<file path="src/rtl/mem_access_unit.sv">
// Processor-side sequencer for the direct-mapped cache port: one load/store at a time, read misses stretched.
// Optional macro MEM_ACCESS_STATS_EN adds saturating load hit/miss counters (hit_count, miss_count).
module mem_access_unit #(
  parameter int memory_bits  = 5,
  parameter int MISS_LATENCY = 4
) (
  input  logic                   clk,
  input  logic                   reset,
  input  logic                   cpu_req_valid,
  output logic                   cpu_req_ready,
  input  logic                   cpu_req_write,
  input  logic [memory_bits-1:0] cpu_req_addr,
  input  logic [31:0]            cpu_req_wdata,
  output logic                   cpu_resp_valid,
  output logic [31:0]            cpu_resp_rdata,
  output logic                   cpu_resp_hit,
  output logic [memory_bits-1:0] fulladdress,
  output logic [31:0]            write_data,
  output logic                   write_signal,
  output logic                   read_signal,
  input  logic [31:0]            read_data,
  input  logic                   match
`ifdef MEM_ACCESS_STATS_EN
  ,
  output logic [15:0]            hit_count,
  output logic [15:0]            miss_count
`endif
);

  localparam logic [1:0] IDLE  = 2'd0;
  localparam logic [1:0] ISSUE = 2'd1;
  localparam logic [1:0] MISS  = 2'd2;
  localparam logic [1:0] RESP  = 2'd3;

  logic [1:0]             state_q, state_d;
  logic                   op_q, op_d;  // 1 = store
  logic [memory_bits-1:0] addr_q, addr_d;
  logic [31:0]            wdata_q, wdata_d;
  logic [3:0]             cnt_q, cnt_d;
  logic [31:0]            rdata_q, rdata_d;
  logic                   hit_q, hit_d;

  // NOTE: every always_comb output gets a default first so no path can infer a latch.
  always_comb begin
    state_d = state_q;
    op_d    = op_q;
    addr_d  = addr_q;
    wdata_d = wdata_q;
    cnt_d   = cnt_q;
    rdata_d = rdata_q;
    hit_d   = hit_q;
    case (state_q)
      IDLE: begin
        if (cpu_req_valid) begin
          op_d    = cpu_req_write;
          addr_d  = cpu_req_addr;
          wdata_d = cpu_req_wdata;
          state_d = ISSUE;
        end
      end
      ISSUE: begin
        if (op_q) begin
          rdata_d = 32'd0;
          hit_d   = 1'b0;
          state_d = RESP;
        end else if (match) begin
          rdata_d = read_data;
          hit_d   = 1'b1;
          state_d = RESP;
        end else begin
          cnt_d   = 4'(MISS_LATENCY - 1);
          state_d = MISS;
        end
      end
      MISS: begin
        if (cnt_q == 4'd0) begin
          rdata_d = read_data;
          hit_d   = 1'b0;
          state_d = RESP;
        end else begin
          cnt_d = cnt_q - 4'd1;
        end
      end
      default: state_d = IDLE;
    endcase
  end

  // NOTE: sequential state uses non-blocking assignments so every flop samples pre-edge values.
  always_ff @(posedge clk or posedge reset) begin
    if (reset) begin
      state_q <= IDLE;
      op_q    <= 1'b0;
      addr_q  <= '0;
      wdata_q <= 32'd0;
      cnt_q   <= 4'd0;
      rdata_q <= 32'd0;
      hit_q   <= 1'b0;
    end else begin
      state_q <= state_d;
      op_q    <= op_d;
      addr_q  <= addr_d;
      wdata_q <= wdata_d;
      cnt_q   <= cnt_d;
      rdata_q <= rdata_d;
      hit_q   <= hit_d;
    end
  end

  // Strobes decode from state, so they can never overlap and drop with the state on reset.
  assign cpu_req_ready  = (state_q == IDLE);
  assign cpu_resp_valid = (state_q == RESP);
  assign cpu_resp_rdata = rdata_q;
  assign cpu_resp_hit   = hit_q;
  assign fulladdress    = addr_q;
  assign write_data     = wdata_q;
  assign write_signal   = (state_q == ISSUE) && op_q;
  assign read_signal    = ((state_q == ISSUE) && !op_q) || (state_q == MISS);

`ifdef MEM_ACCESS_STATS_EN
  logic [15:0] hit_cnt_q, miss_cnt_q;
  logic        load_done;

  assign load_done = (state_q == ISSUE) && !op_q;

  always_ff @(posedge clk or posedge reset) begin
    if (reset) begin
      hit_cnt_q  <= 16'd0;
      miss_cnt_q <= 16'd0;
    end else if (load_done) begin
      if (match) begin
        if (hit_cnt_q != 16'hFFFF) hit_cnt_q <= hit_cnt_q + 16'd1;
      end else begin
        if (miss_cnt_q != 16'hFFFF) miss_cnt_q <= miss_cnt_q + 16'd1;
      end
    end
  end

  assign hit_count  = hit_cnt_q;
  assign miss_count = miss_cnt_q;
`endif

endmodule
</file>
<file path="config.mk">
export PLATFORM = sky130hd
export DESIGN_NAME = mem_access_unit
export DESIGN_NICKNAME = d
export VERILOG_FILES = /design/src/rtl/mem_access_unit.sv
export SDC_FILE = /design/constraint.sdc
export NUM_CORES = 1
export LEC_CHECK = 0
export CORE_ASPECT_RATIO = 0.75
export CORE_MARGIN = 4
export CORE_UTILIZATION = 45
export CTS_BUF_LIST = sky130_fd_sc_hd__clkbuf_16
export DETAILED_ROUTE_END_ITERATION = 10
export PLACE_DENSITY = 0.85
export SYNTH_ARGS = -nofsm -noshare
export SYNTH_HDL_FRONTEND = slang
export SYNTH_SLANG_ARGS = --single-unit
</file>
<file path="constraint.sdc">
create_clock -name clk -period 7.25 [get_ports clk]
set_input_delay 1.45 -clock clk [delete_from_list [all_inputs] [get_ports clk]]
set_output_delay 1.45 -clock clk [all_outputs]
set_load 0.02 [all_outputs]
</file>
==> impl_metrics.toml <==
[clocking]
clockBufferDepth = 2
worstSkewPairLatency_ns = 0.33
cts_tree = "built"
cts_hold_buf = 0
cts.sinks = 77
clockRootBuffer = "clkbuf_16"
clkTransAtPathRegs_ns = 0.05
htreeDepth = 3
post_cts_buffers = 0
cts_resized = 0
cts_buffers = 9

[final_layout]
diodes = 0
syn2layout_area_growth_pct = 53.46
drive_gt1_frac = 0.08121
final_util = 0.7119
layout.nets = 509
num-fill-cells = 531

[route]
drtIter0Drc = 96
drt-total-wl_mm = 8.559
avgRoutedWirePerCell_um = 16.09
via_per_inst = 4.825
via_count = 2567
ant_nets = 0
drc_errors = 0
dr.pass1.iters = 5

[run_status]
status = "complete, no violations"

[die]
core_area_sq_um = 7331
dieArea_sq_um = 9026
rows = 27
start_util = 0.4639
io_pins = 148
die_w_um = 108.4
die_y_um = 83.29

[critical_path]
slowest_stage = "clkdlybuf4s50_1"
cp_top_family = "buffers and inverters"
cp.arrival_ns = 2.16
path_cells = "inv_1 -> ha_1 -> a21o_1 -> clkdlybuf4s50_1"
max_stage_delay_ns = 0.60
reg2reg_depth = 5
worstPathBufferInverterCount = 2
path_max_fanout = 18
required_ns = 5.80
end_kind = "output port"
r2r_slack_ns = 4.74
critical_path_class = "reg -> out"
reg2reg_to = "cpu_resp_rdata[13]$_DFFE_PP0P_"
rr_startpoint = "state_q[0]$_DFFE_PP0P_"
crit_path_start_kind = "flop"

[logic_synthesis]
synth.largest_area_cell = "dfrtp_1"
ys_ff_latch = 77
synth_cell_types = 33
ys.flop_type = "dfrtp_1"
yosys_warnings = 0
synth_nets = 361
yosysSeqAreaShare = 0.5666
avgSynthCellArea_sq_um = 12.19
synth.top_cell.area_share = 0.5666
synth-edff-count = 0
async_flop_share = 1.000
ys_top_cells_by_area = "dfrtp_1, mux2i_1, mux2_1, mux2_2, inv_1"
netlist_instances = 279
synth_area_sq_um = 3401

[timing]
min_period_over_period = 0.4974
setup_tns_ns = 0
relSlewSlack = 0.2157
rsz0062_at_grt = "no"
drv_slew = 0
worstMarginPinSlew_ns = 1.176
setup_violations = 0
fin_crit_ns = 3.606
finalClockSkew_ns = 0.005685
final_hold_viol_count = 0
fmax_mhz = 277.3

[global_route]
grt_pass1_vias = 2837
grt_first_pass_wirelength_mm = 13.99
grt_max_degree = 68
antenna_found_initial = 0
overflow = 0
grt_usage = 0.2000

[power]
pwr-share-seq = 0.301
swShare = 0.3869
leakage_nw = 2.354
internal_power_mw = 1.593
ir_drop_mv = 0.2391
p_comb_frac = 0.531
power.share.clock = 0.167
p_sw_mw = 1.005
power.density_nw_per_um2 = 497.8

[min_path]
min_path_type = "reg -> reg"
hold_depth = 1
worstHoldStart = "write_data[18]$_DFFE_PP0P_"
min_to = "write_data[18]$_DFFE_PP0P_"

[place]
port_buffers = 147
gp_congestion = 0.7326
dp_hpwl_mm = 6.417

[run]
cap_violations = 0
layout make-up:
| class | instances | area [sq um] | share of cell area |
|---|---|---|---|
| clock inverters | 6 | 65.06 | 0.01247 |
| multi-input cells | 149 | 1231 | 0.2359 |
| clock buffers | 9 | 225.2 | 0.04316 |
| repair buffers | 150 | 1494 | 0.2863 |
| flip-flops and latches | 77 | 1927 | 0.3692 |
| inverters | 40 | 150.1 | 0.02877 |
| well taps | 101 | 126.4 | 0.02421 |
cells in the final DEF, fill, tap and decap left out, types with 2 or more instances in the layout:
cell type        count
a21oi_1              3
buf_4                3
clkbuf_16            9
clkdlybuf4s50_1    147
clkinvlp_4           3
dfrtp_1             77
ha_1                 8
inv_1               40
mux2_1              24
mux2_2              16
mux2i_1             32
nand2_1             35
nand3b_1             3
nor2_1               4
nor2b_1              2
o211ai_1             2
o21ai_0              5
cell usage after synthesis (2+ instances only):
cell type  count
clkbuf_1       6
o211ai_1       2
mux2_1        24
mux2i_1       32
nor2_1         4
dfrtp_1       77
o21ai_0        5
buf_8          3
ha_1           8
nand3b_1       3
nand2_1       35
a21oi_1        3
mux2_2        16
buf_2          2
inv_1         40
nor2b_1        2
per-stage QoR:
stage	setup slack (ns)	instance area, sq um	std cells	hold slack [ns]	power, mW
5_1_grt	3.461	5219	532	0.5074	2.776
6_report	3.644	5219	532	0.4905	2.598
2_1_floorplan	3.833	3401	279	0.5050	1.604
4_1_cts	3.613	5219	532	0.4958	2.636
3_3_place_gp	4.035	4928	517	0.4736	2.137
3_5_place_dp	3.969	4928	517	0.4808	2.185
cells by family after synthesis:
logic type | share of synthesized area
AO/OA/AOI/OAI | 0.04084
AND/OR/NAND/NOR | 0.06512
flip-flops | 0.5666
adder cells (fa/ha/maj) | 0.02943
multiplexers | 0.2266
buffers and inverters | 0.07137
power groups by stage:
stage	sequential [mW]	combinational (mW)	clock (mW)
final	0.783	1.38	0.435
after global routing	0.813	1.49	0.469
after CTS	0.783	1.40	0.449
after detailed placement	0.789	1.40	0
after global placement	0.776	1.36	0
after floorplan	1.02	0.584	0
state kept, by name (all words and copies together), names as in the netlist:
name / cells
cnt_q: 4
op_q: 1
cpu_resp_hit: 1
fulladdress: 5
write_data: 32
state_q: 2
cpu_resp_rdata: 32
layer usage:
metal,GRT usage,part of all wire
met3,0.1197,0.14
met2,0.3234,0.46
met1,0.2187,0.38
met5,0,0
met4,0.06422,0.014
worst max-delay path by stage:
| stage | from | endpoint | slack, ns | cells after the start |
|---|---|---|---|---|
| after detailed placement | state_q[0]$_DFFE_PP0P_ | read_signal | 3.97 | 4 |
| after global routing | state_q[0]$_DFFE_PP0P_ | read_signal | 3.46 | 4 |
| after CTS | state_q[0]$_DFFE_PP0P_ | read_signal | 3.61 | 4 |
| after global placement | state_q[0]$_DFFE_PP0P_ | read_signal | 4.03 | 4 |
| after floorplan | reset | cnt_q[0]$_DFFE_PP0P_ | 3.83 | 1 |
| final | state_q[0]$_DFFE_PP0P_ | read_signal | 3.64 | 4 |
Note: power is estimated with default switching activity, not from simulation.
